### src/rtl/parking_pkg.sv
// rtl/parking_pkg.sv - shared constants and gate FSM state encoding for the parking lot controller
package parking_pkg;

    localparam int CNT_W            = 8;
    localparam int DEF_CAPACITY     = 200;
    localparam int DEF_GATE_TIMEOUT = 16;
    localparam int DEF_TMR_W        = 5;

    typedef enum logic [1:0] {
        ST_IDLE   = 2'd0,
        ST_OPEN   = 2'd1,
        ST_COMMIT = 2'd2
    } gate_state_t;

endpackage

### src/rtl/parking_gate_controller_if.sv
// rtl/parking_gate_controller_if.sv - request, sensor, gate and count signals of the parking controller
interface parking_gate_controller_if;
  import parking_pkg::*;

  logic             entry;
  logic             enable;
  logic             entry_pass;
  logic             exit_req;
  logic             exit_pass;
  logic [CNT_W-1:0] parking_capacity;
  logic             gate_entry_open;
  logic             gate_exit_open;
  logic             entry_denied;
  logic [1:0]       gate_timeout;
  logic             count_err;

  // slave: the controller; master: the lot environment (sensors, entry_checker)
  modport slave (
    input  entry, enable, entry_pass, exit_req, exit_pass,
    output parking_capacity, gate_entry_open, gate_exit_open,
           entry_denied, gate_timeout, count_err
  );

  modport master (
    output entry, enable, entry_pass, exit_req, exit_pass,
    input  parking_capacity, gate_entry_open, gate_exit_open,
           entry_denied, gate_timeout, count_err
  );

endinterface

### src/rtl/gate_fsm.sv
// rtl/gate_fsm.sv - one barrier gate: request edge detect, open timer, commit strobe
module gate_fsm
  import parking_pkg::*;
#(
  parameter int GATE_TIMEOUT = DEF_GATE_TIMEOUT,
  parameter int TMR_W        = DEF_TMR_W,
  parameter bit HAS_DENY     = 1'b1
) (
  input  logic clk,
  input  logic rst_n,
  input  logic req,
  input  logic grant,
  input  logic pass,
  output logic gate_open,
  output logic commit,
  output logic timeout,
  output logic denied
);

  localparam logic [TMR_W-1:0] TMR_INIT = TMR_W'(GATE_TIMEOUT);

  gate_state_t      state_q, state_d;
  logic [TMR_W-1:0] timer_q, timer_d;
  logic             armed_q;
  logic             timeout_q, timeout_d;
  logic             denied_q, denied_d;
  logic             rise;

  // armed_q means "request was low last cycle"; clearing it at reset keeps a
  // request that is still held across reset from reopening the gate.
  assign rise = req & armed_q;

  always_ff @(posedge clk or negedge rst_n) begin
    if (!rst_n) begin
      state_q   <= ST_IDLE;
      timer_q   <= '0;
      armed_q   <= 1'b0;
      timeout_q <= 1'b0;
      denied_q  <= 1'b0;
    end else begin
      state_q   <= state_d;
      timer_q   <= timer_d;
      armed_q   <= ~req;
      timeout_q <= timeout_d;
      denied_q  <= denied_d;
    end
  end

  always_comb begin
    state_d   = state_q;
    timer_d   = timer_q;
    timeout_d = 1'b0;
    denied_d  = 1'b0;
    case (state_q)
      ST_IDLE: begin
        if (rise) begin
          if (grant) begin
            state_d = ST_OPEN;
            timer_d = TMR_INIT;
          end else begin
            denied_d = HAS_DENY;
          end
        end
      end
      ST_OPEN: begin
        if (pass) begin
          state_d = ST_COMMIT;
        end else if (timer_q == '0) begin
          state_d   = ST_IDLE;
          timeout_d = 1'b1;
        end else begin
          timer_d = timer_q - TMR_W'(1);
        end
      end
      ST_COMMIT: state_d = ST_IDLE;
      default:   state_d = ST_IDLE;
    endcase
  end

  assign gate_open = (state_q == ST_OPEN);
  assign commit    = (state_q == ST_COMMIT);
  assign timeout   = timeout_q;
  assign denied    = denied_q;

endmodule

### src/rtl/parking_gate_controller.sv
// rtl/parking_gate_controller.sv - free-space counter and the entry/exit gate FSMs of the lot
module parking_gate_controller
  import parking_pkg::*;
#(
  parameter int CAPACITY     = DEF_CAPACITY,
  parameter int GATE_TIMEOUT = DEF_GATE_TIMEOUT,
  parameter int TMR_W        = DEF_TMR_W
) (
  input logic                     clk,
  input logic                     rst_n,
  parking_gate_controller_if.slave bus
);

  localparam logic [CNT_W-1:0] CAP_V = CNT_W'(CAPACITY);

  logic [CNT_W-1:0] cap_q;
  logic             count_err_q;
  logic             entry_commit, exit_commit;
  logic             entry_to, exit_to;
  logic             entry_open, exit_open;
  logic             entry_denied;
  logic             exit_grant;
  logic             exit_denied_unused;

  // An exit only makes sense while at least one car is inside.
  assign exit_grant = (cap_q != CAP_V);

  gate_fsm #(
    .GATE_TIMEOUT (GATE_TIMEOUT),
    .TMR_W        (TMR_W),
    .HAS_DENY     (1'b1)
  ) u_entry_gate (
    .clk       (clk),
    .rst_n     (rst_n),
    .req       (bus.entry),
    .grant     (bus.enable),
    .pass      (bus.entry_pass),
    .gate_open (entry_open),
    .commit    (entry_commit),
    .timeout   (entry_to),
    .denied    (entry_denied)
  );

  gate_fsm #(
    .GATE_TIMEOUT (GATE_TIMEOUT),
    .TMR_W        (TMR_W),
    .HAS_DENY     (1'b0)
  ) u_exit_gate (
    .clk       (clk),
    .rst_n     (rst_n),
    .req       (bus.exit_req),
    .grant     (exit_grant),
    .pass      (bus.exit_pass),
    .gate_open (exit_open),
    .commit    (exit_commit),
    .timeout   (exit_to),
    .denied    (exit_denied_unused)
  );

  // Simultaneous entry and exit commits cancel; a commit that would leave
  // 0..CAPACITY is dropped and flagged instead.
  always_ff @(posedge clk or negedge rst_n) begin
    if (!rst_n) begin
      cap_q       <= CAP_V;
      count_err_q <= 1'b0;
    end else begin
      count_err_q <= 1'b0;
      case ({entry_commit, exit_commit})
        2'b10: begin
          if (cap_q == '0) count_err_q <= 1'b1;
          else             cap_q       <= cap_q - CNT_W'(1);
        end
        2'b01: begin
          if (cap_q == CAP_V) count_err_q <= 1'b1;
          else                cap_q       <= cap_q + CNT_W'(1);
        end
        default: ;
      endcase
    end
  end

  assign bus.parking_capacity = cap_q;
  assign bus.gate_entry_open  = entry_open;
  assign bus.gate_exit_open   = exit_open;
  assign bus.entry_denied     = entry_denied;
  assign bus.gate_timeout     = {exit_to, entry_to};
  assign bus.count_err        = count_err_q;

endmodule
### src/flat_wrapper.sv
// flat-port wrapper written by rule: the top's interface ports become plain ports
module parking_gate_controller_flat import parking_pkg::*;
#(
  parameter int CAPACITY     = DEF_CAPACITY,
  parameter int GATE_TIMEOUT = DEF_GATE_TIMEOUT,
  parameter int TMR_W        = DEF_TMR_W
)
  (clk, rst_n, bus_entry, bus_enable, bus_entry_pass, bus_exit_req, bus_exit_pass, bus_parking_capacity, bus_gate_entry_open, bus_gate_exit_open, bus_entry_denied, bus_gate_timeout, bus_count_err);
  parking_gate_controller_if bus_i ();
  input logic clk;
  input logic rst_n;
  input wire logic [$bits(bus_i.entry)-1:0] bus_entry;
  input wire logic [$bits(bus_i.enable)-1:0] bus_enable;
  input wire logic [$bits(bus_i.entry_pass)-1:0] bus_entry_pass;
  input wire logic [$bits(bus_i.exit_req)-1:0] bus_exit_req;
  input wire logic [$bits(bus_i.exit_pass)-1:0] bus_exit_pass;
  output wire logic [$bits(bus_i.parking_capacity)-1:0] bus_parking_capacity;
  output wire logic [$bits(bus_i.gate_entry_open)-1:0] bus_gate_entry_open;
  output wire logic [$bits(bus_i.gate_exit_open)-1:0] bus_gate_exit_open;
  output wire logic [$bits(bus_i.entry_denied)-1:0] bus_entry_denied;
  output wire logic [$bits(bus_i.gate_timeout)-1:0] bus_gate_timeout;
  output wire logic [$bits(bus_i.count_err)-1:0] bus_count_err;
  assign bus_i.entry = bus_entry;
  assign bus_i.enable = bus_enable;
  assign bus_i.entry_pass = bus_entry_pass;
  assign bus_i.exit_req = bus_exit_req;
  assign bus_i.exit_pass = bus_exit_pass;
  assign bus_parking_capacity = bus_i.parking_capacity;
  assign bus_gate_entry_open = bus_i.gate_entry_open;
  assign bus_gate_exit_open = bus_i.gate_exit_open;
  assign bus_entry_denied = bus_i.entry_denied;
  assign bus_gate_timeout = bus_i.gate_timeout;
  assign bus_count_err = bus_i.count_err;
  parking_gate_controller #(.CAPACITY(CAPACITY), .GATE_TIMEOUT(GATE_TIMEOUT), .TMR_W(TMR_W)) u_core (.clk(clk), .rst_n(rst_n), .bus(bus_i));
endmodule
### config.mk
export PLATFORM = sky130hd
export DESIGN_NAME = parking_gate_controller_flat
export DESIGN_NICKNAME = d
export VERILOG_FILES = /design/src/rtl/parking_pkg.sv /design/src/rtl/parking_gate_controller_if.sv /design/src/rtl/gate_fsm.sv /design/src/rtl/parking_gate_controller.sv /design/src/flat_wrapper.sv
export SDC_FILE = /design/constraint.sdc
export NUM_CORES = 1
export LEC_CHECK = 0
export BUFFER_PORTS_ARGS = -buffer_cell sky130_fd_sc_hd__buf_2
export CAP_MARGIN = 20
export CORE_MARGIN = 10
export CORE_UTILIZATION = 35
export CTS_BUF_LIST = sky130_fd_sc_hd__clkbuf_8
export DETAILED_ROUTE_END_ITERATION = 16
export GPL_ROUTABILITY_DRIVEN = 0
export GPL_TIMING_DRIVEN = 0
export SYNTH_ARGS = -nofsm -noshare
export SYNTH_HDL_FRONTEND = slang
export SYNTH_SLANG_ARGS = --single-unit
### constraint.sdc
create_clock -name clk -period 2.7 [get_ports clk]
set_input_delay 0.135 -clock clk [delete_from_list [all_inputs] [get_ports clk]]
set_output_delay 0.135 -clock clk [all_outputs]
set_load 0.02 [all_outputs]
==> summary.md <==
| Metric | Value |
|---|---|
| Yosys top cell area share | `0.401` |
| Syn nets | `172` |
| CP endpoint kind | `register` |
| Post-CTS setup buffers | `0` |
| Latest clock arrival within the worst-skew pair | `0.27 ns` |
| Top cells by count, synth | `25 x dfrtp_1, 14 x inv_1, 11 x ha_1, 10 x nor2_1, 10 x o21ai_0` |
| Async S/R FF share, synth | `1.00` |
| Vias post-DR | `1174` |
| Synthesized flop and latch total | `28` |
| Run status | `finished, final reports clean` |
| Fmax | `417 MHz` |
| Final Hold Vio Count | `0` |
| Layout cells sized above 1 | `0.208` |
| Number of synthesized flops with an enable pin | `0` |
| Max Fanout on Critical Path | `7` |
| Crit path largest cell delay | `0.40 ns` |
| Gr ovfl total | `0` |
| CP max stage cell | `dfrtp_1` |
| CTS tree | `done` |
| Number of antenna violations at the first check in global routing | `0` |
| Number of DRC markers in iteration 0 | `101` |
| Final WL | `3040 um` |
| Die area | `7530 um^2` |
| Via/cell ratio | `5.10` |
| Worst-path clk slew | `0.09 ns` |
| Sequential area share after synthesis | `0.451` |
| Num rows | `24` |
| Residual DRC count | `0` |
| Gr usage total | `0.0854` |
| Peak supply drop | `0.352 mV` |
| Tmin final | `2.40 ns` |
| Period utilisation layout | `0.889` |
| Htree depth | `1` |
| Synth Flop Type | `dfrtp_1` |
| R2R depth | `9` |
| Post-DR wirelength/cell | `13.2 um` |
| Leak | `0.000834 uW` |
| Total I/O pin count | `21` |
| Nets | `198` |
| Worst Max-Slew Pin Slew | `0.619 ns` |
| First-pass GRT wire length | `5290 um` |
| Worst Setup Start Kind | `register` |
| Worst endpoint required time | `2.92 ns` |
| Cell variety after synth | `42` |
| Syn avg cell area | `10.2 um^2` |
| CTS root buf | `clkbuf_8` |
| Most common cell in the netlist | `dfrtp_1` |
| Worst hold path depth | `2` |
| Unrepaired setup endpoints after global routing | `false` |
| Pwr Density | `1050 nW/um^2` |
| Die height | `86.8 um` |
| Cell count after synthesis | `153` |
| TritonCTS buffer count | `3` |
| Num Clock Sinks | `28` |
| Crit Path Category | `register to register` |
| Critical-path cell list | `nor2b_1 -> ha_1 -> inv_1 -> ha_1 -> o21ai_0 -> a21oi_1 -> o21ai_0 -> a211o_4 -> nand3_2` |
| Post-route ant nets | `0` |
| Final Setup Violations | `0` |
| PostCTS Resize Cnt | `0` |
| Core box area | `4320 um^2` |
| Max Slew Vio Count | `0` |
| Drt pass-1 iters | `4` |
| Number of global-route vias before repair | `1144` |
| Main area contributors after synthesis | `dfrtp_1 40%, ha_1 8.8%, dfstp_2 5.1%` |
| HPWL after DPL | `2400 um` |
| Hold WS | `0.00258 ns` |
| Slew HR | `0.587` |
| Starting Density | `0.361` |
| Max_cap viols | `0` |
| Clock skew | `0.00124 ns` |
| Area growth syn-to-layout | `14.8%` |
| Filler cell count | `419` |
| Die width | `86.8 um` |
| Antenna Cells | `0` |
| Synthesized area | `1560 um^2` |
| Hold Path Class | `input pin to register` |
| Hold Buf Count CTS | `1` |
| Largest net degree at the start of global routing | `29` |
| CP arrival | `2.62 ns` |
| Port buffer count | `20` |
| Clock buffer depth | `2` |
| Yosys warns | `0` |
| Setup TNS | `0 ns` |
| Post-synth top area cell | `dfrtp_1` |
-- through the flow --
step | worst slack (ns) | power (uW) | instance area (um^2) | std cells | utilization
after floorplan | 0.624 | 1380 | 1560 | 153 | -
final | 0.301 | 1880 | 1790 | 230 | 0.414
after CTS | 0.306 | 1890 | 1790 | 230 | 0.414
after global routing | 0.104 | 2050 | 1790 | 230 | 0.414
after detailed placement | 0.344 | 1630 | 1730 | 225 | 0.399
after global placement | 0.384 | 1590 | 1730 | 225 | 0.399
-- sequential cells by signal (all words and copies together) (netlist names), 2 cells and up --
signal,flops
u_core.u_exit_gate.state_q,2
u_core.u_entry_gate.state_q,2
u_core.u_exit_gate.timer_q,5
u_core.bus.parking_capacity,8
u_core.u_entry_gate.timer_q,5
-- report_power, final --
| part | leakage (uW) | switching, uW | internal, uW |
|---|---|---|---|
| clock network | 0.0000288 | 126 | 131 |
| logic | 0.000456 | 524 | 384 |
| registers | 0.000349 | 144 | 574 |
| total | 0.000834 | 795 | 1090 |
-- worst max-delay path: cells and delay by family, from the launching register on --
| family | cells | cell delay, ns |
|---|---|---|
| fa+ha+maj | 2 | 0.69 |
| simple gates | 2 | 0.24 |
| compound gates | 4 | 0.85 |
| buf+inv | 1 | 0.18 |
| flops | 1 | 0.40 |
-- path summary, 6_finish.rpt --
kind / end / slack [ns] / from
min in group asynchronous: u_core.u_entry_gate.timeout$_DFF_PN0_ / 0.40 / rst_n
worst min register to register: u_core.u_exit_gate.timeout$_DFF_PN0_ / 0.47 / u_core.u_exit_gate.timer_q[4]$_DFFE_PN0P_
worst max-delay path: u_core.bus.parking_capacity[6]$_DFFE_PN1P_ / 0.30 / u_core.u_exit_gate.state_q[0]$_DFFE_PN0P_
max in group asynchronous: u_core.bus.parking_capacity[5]$_DFFE_PN0P_ / 1.90 / rst_n
worst min-delay path: u_core.u_entry_gate.armed_q$_DFF_PN0_ / 0.003 / bus_entry
worst max register to register: u_core.bus.parking_capacity[6]$_DFFE_PN1P_ / 0.30 / u_core.u_exit_gate.state_q[0]$_DFFE_PN0P_
-- kinds of logic (layout without fill, tap and decap cells) --
| kind of cell | count (synthesis) | count (layout) | share of synthesized area |
|---|---|---|---|
| muxes | 2 | 2 | 0.0136 |
| buffers and inverters | 17 | 42 | 0.0505 |
| adders and majority gates | 12 | 12 | 0.101 |
| DFF | 28 | 28 | 0.451 |
| AOI/OAI and AO/OA | 29 | 29 | 0.124 |
| and+or+nand+nor | 58 | 58 | 0.220 |
| xor gates and xnor gates | 7 | 7 | 0.0393 |
-- area by class of cell --
class / instances / area, um^2 / share of cell area
multi-input cells: 108 / 777 / 0.434
flip-flops and latches: 28 / 704 / 0.393
repair buffers: 21 / 110 / 0.0615
well taps: 52 / 65.1 / 0.0363
clock buffers: 4 / 55.1 / 0.0307
inverters: 14 / 52.6 / 0.0294
plain buffers: 3 / 26.3 / 0.0147
-- layout by cell type, fill, tap and decap left out, drive strengths merged, types with 6 or more instances in the layout --
master / count
dfrtp: 25
buf: 23
inv: 14
ha: 11
o21ai: 11
nor2: 10
nand2: 9
nand2b: 6
a21oi: 6
nand3: 6
-- routing by layer --
metal,GRT usage,share of wire,vias to the layer above
li1,-,-,578
met1,0.102,0.44,566
met2,0.143,0.49,25
met3,0.0216,0.047,5
met4,0.0339,0.015,0
met5,0,0,-
Power figures use the tool's default switching activity.
